===== src/rtl/fabric_spi_transmitter.sv =====
// fabric_spi_transmitter: SPI initiator (mode 0, MSB first). It forwards a word stream to the
// fabric SPI receiver of the next FPGA in a daisy chain. Each frame is framed by cs_no, and
// sclk_o is divided down from clk.
// Optional build macro SPI_TX_READBACK_EN adds the miso_i capture path (rdata_o/rvalid_o).
module fabric_spi_transmitter #(
  parameter int unsigned CLK_DIV        = 2,
  parameter int unsigned WORD_WIDTH     = 32,
  parameter int unsigned CS_IDLE_CYCLES = 4
) (
  input  logic                  clk,
  input  logic                  rst_n,
  input  logic [WORD_WIDTH-1:0] data_i,
  input  logic                  valid_i,
  input  logic                  last_i,
  output logic                  ready_o,
  output logic                  busy_o,
  output logic                  sclk_o,
  output logic                  cs_no,
  output logic                  mosi_o
`ifdef SPI_TX_READBACK_EN
  ,
  input  logic                  miso_i,
  output logic [WORD_WIDTH-1:0] rdata_o,
  output logic                  rvalid_o
`endif
);

  // One counter serves the setup hold, the sclk half-period and the cs-high gap.
  localparam int unsigned CntMax = (CLK_DIV > CS_IDLE_CYCLES) ? CLK_DIV : CS_IDLE_CYCLES;
  localparam int unsigned CntW   = $clog2(CntMax + 1);
  localparam int unsigned BitW   = $clog2(WORD_WIDTH + 1);

  localparam logic [CntW-1:0] DivLast  = CntW'(CLK_DIV - 1);
  localparam logic [CntW-1:0] GapLast  = CntW'(CS_IDLE_CYCLES - 1);
  localparam logic [CntW-1:0] CntOne   = CntW'(1);
  localparam logic [BitW-1:0] BitsFull = BitW'(WORD_WIDTH);
  localparam logic [BitW-1:0] BitsOne  = BitW'(1);

  typedef enum logic [2:0] {StIdle, StSetup, StShift, StNext, StGap} state_e;

  state_e                state_q, state_d;
  logic [CntW-1:0]       cnt_q, cnt_d;
  logic [BitW-1:0]       bits_q, bits_d;
  logic [WORD_WIDTH-1:0] shreg_q, shreg_d;
  logic                  last_q, last_d;
  logic                  ready_q, ready_d;
  logic                  busy_q, busy_d;
  logic                  sclk_q, sclk_d;
  logic                  cs_n_q, cs_n_d;
  logic                  mosi_q, mosi_d;
  logic                  accept;
  logic                  div_wrap;

  assign accept   = valid_i & ready_q;
  assign div_wrap = (cnt_q == DivLast);

  // Next-state and registered-output decode.
  always_comb begin
    state_d = state_q;
    cnt_d   = cnt_q;
    bits_d  = bits_q;
    shreg_d = shreg_q;
    last_d  = last_q;
    sclk_d  = sclk_q;
    mosi_d  = mosi_q;
    unique case (state_q)
      StIdle: begin
        if (accept) begin
          shreg_d = data_i;
          last_d  = last_i;
          mosi_d  = data_i[WORD_WIDTH-1];
          bits_d  = BitsFull;
          cnt_d   = '0;
          state_d = StSetup;
        end
      end
      StSetup: begin
        // The setup hold ends with the first sclk rise.
        if (div_wrap) begin
          cnt_d   = '0;
          sclk_d  = 1'b1;
          state_d = StShift;
        end else begin
          cnt_d = cnt_q + CntOne;
        end
      end
      StShift: begin
        if (!div_wrap) begin
          cnt_d = cnt_q + CntOne;
        end else begin
          cnt_d = '0;
          if (sclk_q) begin
            sclk_d = 1'b0;
            bits_d = bits_q - BitsOne;
            if (bits_q != BitsOne) begin
              shreg_d = {shreg_q[WORD_WIDTH-2:0], 1'b0};
              mosi_d  = shreg_q[WORD_WIDTH-2];
            end
          end else if (bits_q == '0) begin
            // The low half-period after the final fall has elapsed, so the word is complete.
            state_d = last_q ? StGap : StNext;
          end else begin
            sclk_d = 1'b1;
          end
        end
      end
      StNext: begin
        // Start in the low phase so mosi_o has a full half-period of setup before the rise.
        if (accept) begin
          shreg_d = data_i;
          last_d  = last_i;
          mosi_d  = data_i[WORD_WIDTH-1];
          bits_d  = BitsFull;
          cnt_d   = '0;
          state_d = StShift;
        end
      end
      StGap: begin
        if (cnt_q == GapLast) begin
          cnt_d   = '0;
          state_d = StIdle;
        end else begin
          cnt_d = cnt_q + CntOne;
        end
      end
      default: state_d = StIdle;
    endcase
    ready_d = (state_d == StIdle) || (state_d == StNext);
    busy_d  = (state_d != StIdle);
    cs_n_d  = (state_d == StIdle) || (state_d == StGap);
  end

  // State and output registers; an asynchronous reset aborts any frame in flight.
  always_ff @(posedge clk or negedge rst_n) begin
    if (!rst_n) begin
      state_q <= StIdle;
      cnt_q   <= '0;
      bits_q  <= '0;
      shreg_q <= '0;
      last_q  <= 1'b0;
      ready_q <= 1'b0;
      busy_q  <= 1'b0;
      sclk_q  <= 1'b0;
      cs_n_q  <= 1'b1;
      mosi_q  <= 1'b0;
    end else begin
      state_q <= state_d;
      cnt_q   <= cnt_d;
      bits_q  <= bits_d;
      shreg_q <= shreg_d;
      last_q  <= last_d;
      ready_q <= ready_d;
      busy_q  <= busy_d;
      sclk_q  <= sclk_d;
      cs_n_q  <= cs_n_d;
      mosi_q  <= mosi_d;
    end
  end

  assign ready_o = ready_q;
  assign busy_o  = busy_q;
  assign sclk_o  = sclk_q;
  assign cs_no   = cs_n_q;
  assign mosi_o  = mosi_q;

`ifdef SPI_TX_READBACK_EN
  logic [WORD_WIDTH-1:0] rsh_q, rsh_d;
  logic [WORD_WIDTH-1:0] rdata_q, rdata_d;
  logic                  rvalid_q, rvalid_d;
  logic                  fall;
  logic                  word_done;

  // miso_i is sampled at the end of the sclk high phase.
  assign fall      = (state_q == StShift) && div_wrap && sclk_q;
  assign word_done = fall && (bits_q == BitsOne);

  // Readback shift and word-complete strobe.
  always_comb begin
    rsh_d    = rsh_q;
    rdata_d  = rdata_q;
    rvalid_d = 1'b0;
    if (fall) begin
      rsh_d = {rsh_q[WORD_WIDTH-2:0], miso_i};
    end
    if (word_done) begin
      rdata_d  = {rsh_q[WORD_WIDTH-2:0], miso_i};
      rvalid_d = 1'b1;
    end
  end

  // Readback registers.
  always_ff @(posedge clk or negedge rst_n) begin
    if (!rst_n) begin
      rsh_q    <= '0;
      rdata_q  <= '0;
      rvalid_q <= 1'b0;
    end else begin
      rsh_q    <= rsh_d;
      rdata_q  <= rdata_d;
      rvalid_q <= rvalid_d;
    end
  end

  assign rdata_o  = rdata_q;
  assign rvalid_o = rvalid_q;
`endif

endmodule

===== config.mk =====
export PLATFORM = sky130hd
export DESIGN_NAME = fabric_spi_transmitter
export DESIGN_NICKNAME = d
export VERILOG_FILES = /design/src/rtl/fabric_spi_transmitter.sv
export SDC_FILE = /design/constraint.sdc
export NUM_CORES = 1
export LEC_CHECK = 0
export CELL_PAD_IN_SITES_DETAIL_PLACEMENT = 1
export CELL_PAD_IN_SITES_GLOBAL_PLACEMENT = 1
export CORE_ASPECT_RATIO = 1.4
export CORE_MARGIN = 2
export CORE_UTILIZATION = 28
export DETAILED_ROUTE_END_ITERATION = 10
export HOLD_SLACK_MARGIN = 0.08
export PLACE_DENSITY_LB_ADDON = 0.1
export SETUP_SLACK_MARGIN = 0.02
export SLEW_MARGIN = 20
export SYNTH_ARGS = -nofsm -noshare
export SYNTH_HDL_FRONTEND = slang
export SYNTH_SLANG_ARGS = --single-unit
export TNS_END_PERCENT = 30

===== constraint.sdc =====
create_clock -name clk -period 3.8 [get_ports clk]
set_input_delay 0.76 -clock clk [delete_from_list [all_inputs] [get_ports clk]]
set_output_delay 0.76 -clock clk [all_outputs]
set_load 0.01 [all_outputs]

======== After elaboration in Yosys (flattened, before gate mapping) ========
Cells that the tools add are included.
word-level totals
  bits in latches ......................... 0
  RAM bits ................................ 0
  bits in registers ....................... 49
  bits of input ports ..................... 36
  bits in read-only memories .............. 0
  memories ................................ 0
  output and inout port bits .............. 5
operators by class
  reduce and logical (&&, ||, !) cells .... 16
  $mul .................................... 0
  add/sub/neg operators ................... 2
  eq/ne operators ......................... 14
  div/mod/pow operators ................... 0
  $lt $le $gt $ge ......................... 0
  multiplexer cells ....................... 32
  shifts and indexed selects .............. 0
  bitwise logic cells ..................... 1
operator list
  cell                                               count
  two-way mux 31 bit                                 4
  case mux 31 bit (2 select lines)                   1
  two-way mux 3 bit                                  11
  two-way mux 6 bit                                  3
  case mux 3 bit (5 select lines)                    1
  == test 3 x 2 -> 1 bit (second input constant)     4
  case mux 6 bit (2 select lines)                    1
  case mux 3 bit (3 select lines)                    1
  two-way mux 1 bit                                  8
  != test 2 bit (second input constant)              4
  == test 3 x 1 -> 1 bit (second input constant)     2
  == test 3 bit (second input constant)              2
  zero test 3 bit                                    2
  zero test 6 bit                                    1
  != test 6 x 1 -> 1 bit (second input constant)     1
  nonzero test 3 bit                                 2
  subtractor 6 x 1 -> 6 bit (second input constant)  1
  AND reduction 5 bit                                1
  case mux 1 bit (2 select lines)                    2
  AND reduction 2 bit                                2
  AND reduction 4 bit                                1
  nonzero test 2 bit                                 2
  OR reduction 2 bit                                 2
  adder 3 x 1 -> 3 bit (second input constant)       1
  4 further kinds                                    5

======== Depth between registers and ports, before layout ========
  depth in word-level cells ............... 7
  mapped depth ............................ 7
  depth with buffers taken out ............ 6

======== Least setup slack after synthesis ========
OpenSTA, ideal clock, no wires.
  kind .................................... input-to-reg
  start point ............................. input valid_i
  end point ............................... register mosi_q (netlist: mosi_o)
  setup time .............................. 0.125 ns
  stages on the path ...................... 5
  data arrival time ....................... 2.034 ns
  buffers on the path ..................... 1
  slack ................................... 1.641 ns
  cells stage by stage .................... nand2_1 > or3_1 > a21oi_2 > buf_6 > mux2_4
between the ends
  cells in the longest elaborated chain, start to end .. 3
ends and longest elaborated chain
  what                                     RTL line  text
  from (decl)                              13        input logic valid_i,
  AND 1 bit                                54        assign accept = valid_i & ready_q;
  != test 2 x 1 -> 1 bit (no source line)  -
  AND reduction 5 bit (no source line)     -
  to (signal assigned)                     156       mosi_q <= mosi_d;
  to (decl)                                50        logic mosi_q, mosi_d;
Every way passes these cells.
A chain may end at the register's enable or synchronous reset.

======== Final worst setup path ========
  start point ............................. input valid_i
  end point ............................... register shreg_q[11]
between the ends
  cells in the longest elaborated chain, start to end .. 3
ends and longest elaborated chain
  what                                     RTL line  text
  AND 1 bit                                54
  != test 2 x 1 -> 1 bit (no source line)  -
  AND reduction 5 bit (no source line)     -
  to (signal assigned)                     150       shreg_q <= shreg_d;
  to (decl)                                44        logic [WORD_WIDTH-1:0] shreg_q, shreg_d;
Every way passes these cells.

==> flow_summary.json <==
{
  "grt_first_pass_wirelength_um": 9770,
  "p_switching_uw": 981,
  "avgSynthCellArea_um2": 12.7,
  "synth-compound-area-share_pct": 6.15,
  "min_period_ps": 2780,
  "antenna_left": 0,
  "syn2layout_area_growth_pct": 26.1,
  "drt_iter0_drc": 28,
  "grt_use_met1_pct": 15.5,
  "post_cts_resized": 0,
  "synth-xor-area-share_pct": 1.91,
  "antenna_found_initial": 0,
  "netSwitchingFraction_pct": 32.7,
  "wl_per_cell_um": 14.8,
  "yosysUniqueCellTypes": 41,
  "drive_gt1_share_pct": 31.8,
  "use_met3_pct": 2.31,
  "wl_um": 5790,
  "final_common_cell": "dfrtp_1",
  "skew_ps": 5.24,
  "cp.required_ps": 3970,
  "utilization_pct": 36.4,
  "syn_area_um2": 2750,
  "drv_slew": 0,
  "design_area_um2": 3460,
  "crit_slowest_cell": "clkdlybuf4s50_1",
  "p_int_mw": 2.02,
  "track_usage_pct": 12.0,
  "first_pass_iters": 4,
  "top_usage_layer": "met2",
  "synth_fa_ha_area_share_pct": 3.64,
  "numCtsBuffers": 5,
  "grt_setup_unrepaired": "false",
  "grt_start_max_net_pins": 39,
  "num_io_pins": 41,
  "cts.path.max_buffers": 2,
  "nets": 301,
  "gp_congestion": 0.714,
  "synth_nets": 260,
  "hp-class": "reg2reg",
  "ys_ff_latch": 49,
  "crit_path_end_kind": "flip-flop",
  "dp_hpwl_um": 4080,
  "tightest_slew_ps": 869,
  "rows": 42,
  "outcome": "finished clean",
  "critPathBufInv": 2,
  "timing.fmax_ghz": 0.360,
  "synthMuxAreaShare_pct": 30.7,
  "start_kind": "input pin",
  "cts_hold_buf": 0,
  "cts_tree": "built",
  "p_per_area_nw_per_um2": 865,
  "yosysSeqAreaShare_pct": 44.7,
  "synth_simple_gate_area_share_pct": 9.29,
  "root_buffer": "clkbuf_16",
  "mostFrequentLayoutCells": "dfrtp_1 (48), clkdlybuf4s50_1 (39), mux2_2 (35)",
  "p_clk_share_pct": 16.9,
  "criticalPathCategory": "in2reg",
  "cts_htree_levels": 2,
  "clk_pin_slew_ps": 70,
  "async_flop_share_pct": 100,
  "place.port_buffers": 40,
  "slew_headroom_pct": 42.1,
  "die_w_um": 87.7,
  "drc_errors": 0,
  "path_delay_family": "buffers and inverters",
  "final_hold_viol_count": 0,
  "placedInstanceArea_um2": 3300,
  "core_area_um2": 9510,
  "via_per_inst": 4.62,
  "synth_edf_count": 0,
  "overflow": 0,
  "grt_pass1_vias": 1941,
  "path_cells": "clkdlybuf4s50_1 > nand2_1 > or3_1 > a21oi_4 > buf_12 > mux2_4",
  "finalCritPeriodShare_pct": 73.0,
  "worstPathMaxFanout": 21,
  "fp.dieH_um": 121,
  "cp_data_arrival_time_ps": 2950,
  "fill_cells": 1039,
  "synthCells": 216,
  "drv_cap": 0,
  "vias": 1801,
  "power.share.sequential_pct": 31.7,
  "grt_util_met2_pct": 19.4,
  "start_util_pct": 28.9,
  "fp.dieArea_um2": 10600,
  "clk_latency_ps": 290,
  "power.leakage_nw": 1.46,
  "antenna_cells": 0,
  "yosys_warnings": 0,
  "postCtsSetupRepairBufs": 0,
  "ys.flop_type": "dfrtp_1",
  "irDropWorstVdd_mv": 0.287,
  "finalSetupTns_ps": 0,
  "clkSinkCount": 49,
  "finalSetupViolCount": 0,
  "synth_top_family_by_area": "multiplexers",
  "max_stage_delay_ps": 510,
  "power_frac_comb_pct": 51.3
}
[cell usage after synthesis (2+ instances only)]
master	count	area, um^2
a21o_1	2	15.0
a21oi_1	3	15.0
a32o_1	2	20.0
buf_6	3	33.8
clkbuf_1	4	15.0
dfrtp_1	48	1200
ha_1	8	100
inv_1	11	41.3
mux2_2	35	394
mux2_4	28	420
mux2i_1	3	30.0
nand2_1	8	30.0
nand2b_1	4	25.0
nand3_1	4	20.0
nand4_1	3	18.8
nor2_1	12	45.0
nor3_1	3	15.0
nor3b_2	2	25.0
o21ai_0	3	15.0
o31ai_1	3	22.5
or3_1	3	18.8
xor2_1	5	43.8
[state kept, by name, indices dropped and copies added (netlist names)]
| signal | count |
|---|---|
| bits_q | 6 |
| busy_o | 1 |
| cnt_q | 3 |
| cs_no | 1 |
| last_q | 1 |
| mosi_o | 1 |
| ready_o | 1 |
| sclk_o | 1 |
| shreg_q | 31 |
| state_q | 3 |
[kinds of logic after synthesis]
| family | Yosys count |
|---|---|
| compound gates | 22 |
| xor+xnor | 6 |
| fa+ha+maj | 8 |
| buf+inv | 20 |
| flops | 49 |
| mux | 66 |
| simple gates | 45 |
[metal layers]
metal	wire length [um]	vias to the layer above
met2	2960	27
met3	157	6
met4	95	0
li1	-	856
met5	0	-
met1	2570	912
[cell type report]
class	count	area [um^2]	share of cell area [%]
Multi-Input combinational cell	147	1440	41.5
Sequential cell	49	1230	35.4
Timing Repair Buffer	43	430	12.4
Tap cell	132	165	4.77
Clock buffer	6	129	3.72
Inverter	11	41.3	1.19
Clock inverter	2	35.0	1.01
[worst reg2reg max path, cell delays in order (launching register included)]
cell and delay [ps]:
dfrtp_1 410, inv_1 70, ha_1 250, nor3b_2 440, nand2_1 260, a21oi_4 530
buf_12 270, mux2_4 330
[power groups by stage]
stage | Combinational, mW | Clock (mW) | Sequential [mW]
after floorplan | 1.29 | 0 | 0.893
final | 1.54 | 0.507 | 0.951
after CTS | 1.57 | 0.530 | 0.956
after detailed placement | 1.57 | 0 | 0.955
after global routing | 1.68 | 0.544 | 0.989
after global placement | 1.56 | 0 | 0.962
[path summary, 6_finish.rpt]
| check | to | slack (ps) | startpoint | depth (start not counted) |
|---|---|---|---|---|
| worst max-delay path | shreg_q[11] | 1020 | valid_i | 6 |
| worst min-delay path | shreg_q[23] | 510 | shreg_q[23] | 1 |
| worst max register to register | shreg_q[11] | 1120 | cnt_q[1] | 7 |
| worst min register to register | shreg_q[23] | 510 | shreg_q[23] | 1 |
| max in group asynchronous | shreg_q[0] | 2480 | rst_n | 2 |
| min in group asynchronous | cnt_q[0] | 580 | rst_n | 1 |
[stage by stage]
| stage | power, mW | hold WS, ps | std cells | setup slack [ps] |
|---|---|---|---|---|
| final | 3.00 | 507 | 390 | 1020 |
| after global routing | 3.22 | 529 | 390 | 901 |
| after CTS | 3.06 | 513 | 390 | 992 |
| after detailed placement | 2.53 | 492 | 382 | 691 |
| after global placement | 2.52 | 489 | 382 | 696 |
| after floorplan | 2.19 | 464 | 216 | 1640 |
Note: power is estimated with default switching activity, not from simulation.
